--- src/rtl/tmds_channel_encoder.sv ---
// DVI TMDS 8b/10b encoder for one colour channel with running-disparity tracking.
// Two pixel-strobe stages: transition minimisation, then DC balancing.
module tmds_channel_encoder #(
  parameter logic [1:0] RESET_CTRL = 2'b00
) (
  input  logic              clk,
  input  logic              reset,
  input  logic              pix_en,
  input  logic              de,
  input  logic [1:0]        ctrl,
  input  logic [7:0]        data,
  output logic [9:0]        symbol,
  output logic signed [4:0] disparity
);

  function automatic logic [3:0] popcount8(input logic [7:0] v);
    logic [3:0] n;
    n = 4'd0;
    for (int i = 0; i < 8; i++) n = n + {3'b000, v[i]};
    return n;
  endfunction

  function automatic logic [9:0] ctrl_symbol(input logic [1:0] c);
    logic [9:0] s;
    s = 10'b1101010100;
    case (c)
      2'b00:   s = 10'b1101010100;
      2'b01:   s = 10'b0010101011;
      2'b10:   s = 10'b0101010100;
      default: s = 10'b1010101011;
    endcase
    return s;
  endfunction

  // qm[8] records the chain type (1 = XOR) so the decoder can undo it.
  function automatic logic [8:0] minimize_transitions(input logic [7:0] d);
    logic [3:0] n1;
    logic       use_xnor;
    logic [8:0] qm;
    n1       = popcount8(d);
    use_xnor = (n1 > 4'd4) || ((n1 == 4'd4) && !d[0]);
    qm[0]    = d[0];
    for (int i = 1; i < 8; i++) qm[i] = use_xnor ? ~(qm[i-1] ^ d[i]) : (qm[i-1] ^ d[i]);
    qm[8]    = ~use_xnor;
    return qm;
  endfunction

  logic              de_p1_q, de_p1_d;
  logic [1:0]        ctrl_p1_q, ctrl_p1_d;
  logic [8:0]        qm_p1_q, qm_p1_d;
  logic [9:0]        sym_p2_q, sym_p2_d;
  logic signed [4:0] cnt_p2_q, cnt_p2_d;

  logic [3:0]        n1_p2;
  logic signed [5:0] bal_wide_p2;
  logic signed [4:0] bal_p2;
  logic signed [4:0] two_q8_p2, two_nq8_p2;
  logic              qm8_p2;

  // ---- stage 1: transition-minimised q_m ----
  assign de_p1_d   = de;
  assign ctrl_p1_d = ctrl;
  assign qm_p1_d   = minimize_transitions(data);

  // ---- stage 2: DC balance against running disparity ----
  assign qm8_p2      = qm_p1_q[8];
  assign n1_p2       = popcount8(qm_p1_q[7:0]);
  assign bal_wide_p2 = $signed({1'b0, n1_p2, 1'b0}) - 6'sd8;
  assign bal_p2      = bal_wide_p2[4:0];
  assign two_q8_p2   = {3'b000, qm8_p2, 1'b0};
  assign two_nq8_p2  = {3'b000, ~qm8_p2, 1'b0};

  always_comb begin
    sym_p2_d = sym_p2_q;
    cnt_p2_d = cnt_p2_q;
    if (!de_p1_q) begin
      sym_p2_d = ctrl_symbol(ctrl_p1_q);
      cnt_p2_d = 5'sd0;
    end else if ((cnt_p2_q == 5'sd0) || (n1_p2 == 4'd4)) begin
      sym_p2_d = {~qm8_p2, qm8_p2, qm8_p2 ? qm_p1_q[7:0] : ~qm_p1_q[7:0]};
      cnt_p2_d = qm8_p2 ? (cnt_p2_q + bal_p2) : (cnt_p2_q - bal_p2);
    end else if (((cnt_p2_q > 5'sd0) && (bal_p2 > 5'sd0)) ||
                 ((cnt_p2_q < 5'sd0) && (bal_p2 < 5'sd0))) begin
      sym_p2_d = {1'b1, qm8_p2, ~qm_p1_q[7:0]};
      cnt_p2_d = cnt_p2_q + two_q8_p2 - bal_p2;
    end else begin
      sym_p2_d = {1'b0, qm8_p2, qm_p1_q[7:0]};
      cnt_p2_d = cnt_p2_q - two_nq8_p2 + bal_p2;
    end
  end

  always_ff @(posedge clk) begin
    if (reset) begin
      de_p1_q   <= 1'b0;
      ctrl_p1_q <= 2'b00;
      qm_p1_q   <= 9'd0;
      sym_p2_q  <= ctrl_symbol(RESET_CTRL);
      cnt_p2_q  <= 5'sd0;
    end else if (pix_en) begin
      de_p1_q   <= de_p1_d;
      ctrl_p1_q <= ctrl_p1_d;
      qm_p1_q   <= qm_p1_d;
      sym_p2_q  <= sym_p2_d;
      cnt_p2_q  <= cnt_p2_d;
    end
  end

  assign symbol    = sym_p2_q;
  assign disparity = cnt_p2_q;

endmodule

--- config.mk ---
export PLATFORM = sky130hd
export DESIGN_NAME = tmds_channel_encoder
export DESIGN_NICKNAME = d
export VERILOG_FILES = /design/src/rtl/tmds_channel_encoder.sv
export SDC_FILE = /design/constraint.sdc
export NUM_CORES = 1
export LEC_CHECK = 0
export BUFFER_PORTS_ARGS = -buffer_cell sky130_fd_sc_hd__buf_2
export CORE_MARGIN = 4
export CORE_UTILIZATION = 55
export DETAILED_ROUTE_END_ITERATION = 10
export GPL_TIMING_DRIVEN = 0
export HOLD_SLACK_MARGIN = 0.06
export MAX_ROUTING_LAYER = met4
export PLACE_DENSITY = 0.85
export SLEW_MARGIN = 25
export SYNTH_ARGS = -nofsm -noshare
export SYNTH_HDL_FRONTEND = slang
export SYNTH_SLANG_ARGS = --single-unit
--- constraint.sdc ---
create_clock -name clk -period 8.2 [get_ports clk]
set_input_delay 1.64 -clock clk [delete_from_list [all_inputs] [get_ports clk]]
set_output_delay 1.64 -clock clk [all_outputs]
set_load 0.02 [all_outputs]
==> results.yml <==
status:
  status: "complete, no violations"
die:
  chipWidth_um: 72.6
  die_area_sq_um: 5280
  design.core.area_sq_um: 4030
  effective_utilization_at_floorplan_pct: 57.0
  boundaryPins: 29
  die_h_um: 72.6
  placement_row_count: 23
finish:
  total_inserted_antenna_cells: 0
  fraction_of_layout_instances_using_a_drive_strength_above_1_pct: 13.6
  layout-area-overhead-vs-synth_pct: 11.3
  fillers: 336
  final_cell_area_sq_um: 2560
  multiInputGateArea_sq_um: 1590
  seqCellArea_sq_um: 520
  post-route-util_pct: 63.5
  total_nets_final: 334
run:
  drv.max_cap_violation_count: 0
detailed_routing:
  route.detailed.vias_per_inst: 5.29
  drc: 0
  routed_wl_per_cell_um: 14.0
  route.final.wire_length_mm: 4.62
  detail-route-antenna-nets: 0
  first_iter_violations: 174
  drt_pre_antenna_iters: 4
  routed-via-count: 1746
synthesis:
  xor_xnor_share_of_the_synthesized_area_pct: 11.9
  synth_area_sq_um: 2300
  synth_top_cell_area_share_pct: 22.6
  asyncSetResetFlopFracSynth_pct: 0
  synth_top_cell_by_area: "sky130_fd_sc_hd__dfxtp_1"
  yosys-top-cells-area: "sky130_fd_sc_hd__dfxtp_1 23%, sky130_fd_sc_hd__ha_1 14%, sky130_fd_sc_hd__fa_1 11%, sky130_fd_sc_hd__xnor2_1 6.9%, sky130_fd_sc_hd__inv_1 6.7%"
  ys_seq_area_share_pct: 22.6
  synth-simple-area-share_pct: 11.9
  postSynthAreaPerCell_sq_um: 9.16
  synthDistinctLibCells: 41
  postSynthRegisterBits: 26
  muxShareOfSynthArea_pct: 4.90
  largest_family_of_logic_cells_by_synthesized_area: "adder cells"
  dominantRegCellSynth: "sky130_fd_sc_hd__dfxtp_1"
  synth_warnings: 0
  post_synth_fa_ha_maj_area_fraction_pct: 25.5
  post_synth_inst_count: 251
  synth-compound-area-share_pct: 15.0
  synth_fp_nets: 304
  synth_edf_count: 0
power:
  p_int_w: 0.000477
  cellPowerDensity_nw_per_um2: 341
  share_comb_of_total_power_pct: 69.2
  p_switching_w: 0.000394
  vdd_drop_max_uv: 168
  p_seq_share_pct: 18.1
  leakagePower_nw: 1.26
  power_switching_share_pct: 45.2
  clock_power_share_pct: 12.7
worst_setup_path:
  crit_path_max_fanout: 5
  worst_setup_path_startpoint: "data[0]"
  worst-endpoint-required_ns: 8.36
  critPathSlowestCell: "sky130_fd_sc_hd__fa_1"
  regToRegStartpoint: "qm_p1_q[0]"
  path_common_cell: "sky130_fd_sc_hd__fa_1"
  critical_path_class: "primary input to flip-flop"
  crit_path_cell_trace: "buf_2, inv_1, fa_1, fa_1, fa_1, inv_1, ha_1, fa_1, nor2_1, a22o_1, a21oi_1, a2111oi_1, o31ai_1"
  critical_path.endpoint_type: "flip-flop"
  arr_time_crit_path_ns: 5.26
  reg2reg_depth: 15
  startpoint_type: "primary input"
  delay_of_the_slowest_critical_path_stage_ns: 0.55
global_route:
  via_count_of_the_first_global_routing_pass: 1829
  antenna_found_initial: 0
  maximum_number_of_pins_on_one_net_before_global_route_repair: 16
  grt_first_pass_wirelength_mm: 8.16
  grt-ovfl-total: 0
  grt.total_usage_pct: 20.0
sta:
  max_slew.worst_pin.slew_ns: 0.549
  finalMaxSlewViolations: 0
  setup-tns-final_ns: 0
  grt_setup_unrepaired: "false"
  finalClockSkew_ns: 0.00704
  timing.final.hold_violations: 0
  final.period_utilization_pct: 62.3
  maxClockFrequency_ghz: 0.196
  max-slew-margin-rel_pct: 63.1
  period_needed_ns: 5.11
  setup-violations-final: 0
clock_tree:
  worstSkewPairLatency_ns: 0.28
  cts_max_level: 1
  clk_transition_reported_paths_ns: 0.10
  post_cts.resized_instances: 0
  cts_root_buffer: "sky130_fd_sc_hd__clkbuf_8"
  clock_net_sink_count: 26
  cts_setup_buffers: 0
  postCtsHoldBufs: 0
  tritoncts: "built"
  cts-root-to-sink-buffers: 2
  numCtsBuffers: 3
hold_path:
  min_path_type: "flip-flop to flip-flop"
  hold_path.startpoint: "symbol[0]"
  hold_depth: 2
placed_design:
  placed_area_sq_um: 2490
  dp.final_hpwl_mm: 3.62
  routabilityCongestion: 0.875
  numPortBuffers: 25
## area by class of cell
type	count	share of cell area, %
multi-input combinational	177	62.3
sequential	26	20.4
inverter	41	6.02
timing repair buffer	25	4.89
tap	50	2.45
clock buffer	3	1.61
clock inverter	1	1.17
buffer	7	1.17
## cells in the mapped netlist, types with 3 or more instances
cell and n:
sky130_fd_sc_hd__inv_1 41, sky130_fd_sc_hd__o21ai_1 4, sky130_fd_sc_hd__a21o_1 5, sky130_fd_sc_hd__a211oi_1 10, sky130_fd_sc_hd__mux2i_1 9, sky130_fd_sc_hd__nand2_1 10
sky130_fd_sc_hd__o221ai_1 3, sky130_fd_sc_hd__ha_1 26, sky130_fd_sc_hd__fa_1 13, sky130_fd_sc_hd__or3_1 4, sky130_fd_sc_hd__clkbuf_1 6, sky130_fd_sc_hd__o21ai_0 5
sky130_fd_sc_hd__a21oi_1 9, sky130_fd_sc_hd__nand3_1 3, sky130_fd_sc_hd__dfxtp_1 26, sky130_fd_sc_hd__nand2b_1 7, sky130_fd_sc_hd__nor2_1 19, sky130_fd_sc_hd__xnor2_1 18
sky130_fd_sc_hd__xor2_1 5, sky130_fd_sc_hd__a31oi_1 3
## registers in the layout, summed over array words and instances, names as in the netlist
register   cells
symbol        10
qm_p1_q        9
disparity      4
ctrl_p1_q      2
de_p1_q        1
## final timing paths
path | slack [ns] | to
worst max-delay path | 3.09 | qm_p1_q[7]
worst min-delay path | 0.48 | symbol[0]
worst max register to register | 3.51 | symbol[1]
worst min register to register | 0.48 | symbol[0]
## power groups by stage
stage	Combinational (W)	Clock (W)	Sequential, W
2_1_floorplan	0.000463	0	0.000167
3_3_place_gp	0.000555	0	0.000160
3_5_place_dp	0.000589	0	0.000160
4_1_cts	0.000605	0.000110	0.000158
5_1_grt	0.000676	0.000115	0.000160
6_report	0.000603	0.000110	0.000158
## cells by family (layout without fill, tap and decap cells)
group,count (synthesis),count (layout)
AND/OR/NAND/NOR,53,53
AO/OA/AOI/OAI,48,48
buffers and inverters,48,77
adder cells (fa/ha/maj),39,39
XOR/XNOR,26,26
flip-flops,26,26
multiplexers,10,10
other,1,1
## critical path: cells and delay by family
family,cells,cell delay (ns)
AND/OR/NAND/NOR,1,0.23
buffers and inverters,3,0.29
adder cells (fa/ha/maj),5,2.11
AO/OA/AOI/OAI,4,0.99
## metrics by stage
step	instances	hold slack (ns)	setup slack [ns]	power, W
6_report	330	0.484	3.09	0.000871
5_1_grt	330	0.517	2.77	0.000951
4_1_cts	330	0.481	3.11	0.000873
3_5_place_dp	326	0.461	2.83	0.000750
3_3_place_gp	326	0.460	2.86	0.000715
2_1_floorplan	251	0.484	3.35	0.000630
## metal layers
layer	global-route usage [%]	share of wire, %
met5	-	0
met4	6.97	1.5
met3	1.93	4.0
met2	33.3	48
met1	25.5	46
## cell usage in the layout (no fill, tap or decap), types with 2 or more instances in the layout
master / count
sky130_fd_sc_hd__o21ai_1: 4
sky130_fd_sc_hd__o21a_1: 2
sky130_fd_sc_hd__a211oi_1: 10
sky130_fd_sc_hd__xor2_1: 5
sky130_fd_sc_hd__nand2_1: 10
sky130_fd_sc_hd__nor2_1: 19
sky130_fd_sc_hd__xnor2_1: 18
sky130_fd_sc_hd__clkbuf_8: 3
sky130_fd_sc_hd__nand3b_1: 2
sky130_fd_sc_hd__a21oi_1: 9
sky130_fd_sc_hd__inv_1: 41
sky130_fd_sc_hd__nand3_1: 3
sky130_fd_sc_hd__mux2i_1: 9
sky130_fd_sc_hd__a31oi_1: 3
sky130_fd_sc_hd__clkbuf_1: 6
sky130_fd_sc_hd__nor3_1: 2
sky130_fd_sc_hd__ha_1: 26
sky130_fd_sc_hd__a21o_1: 5
sky130_fd_sc_hd__or3_1: 4
sky130_fd_sc_hd__nor2b_1: 2
sky130_fd_sc_hd__o21ai_0: 5
sky130_fd_sc_hd__o221ai_1: 3
sky130_fd_sc_hd__buf_2: 25
sky130_fd_sc_hd__nand2b_1: 7
sky130_fd_sc_hd__fa_1: 13
sky130_fd_sc_hd__dfxtp_1: 26
(Power assumes the default switching activity.)
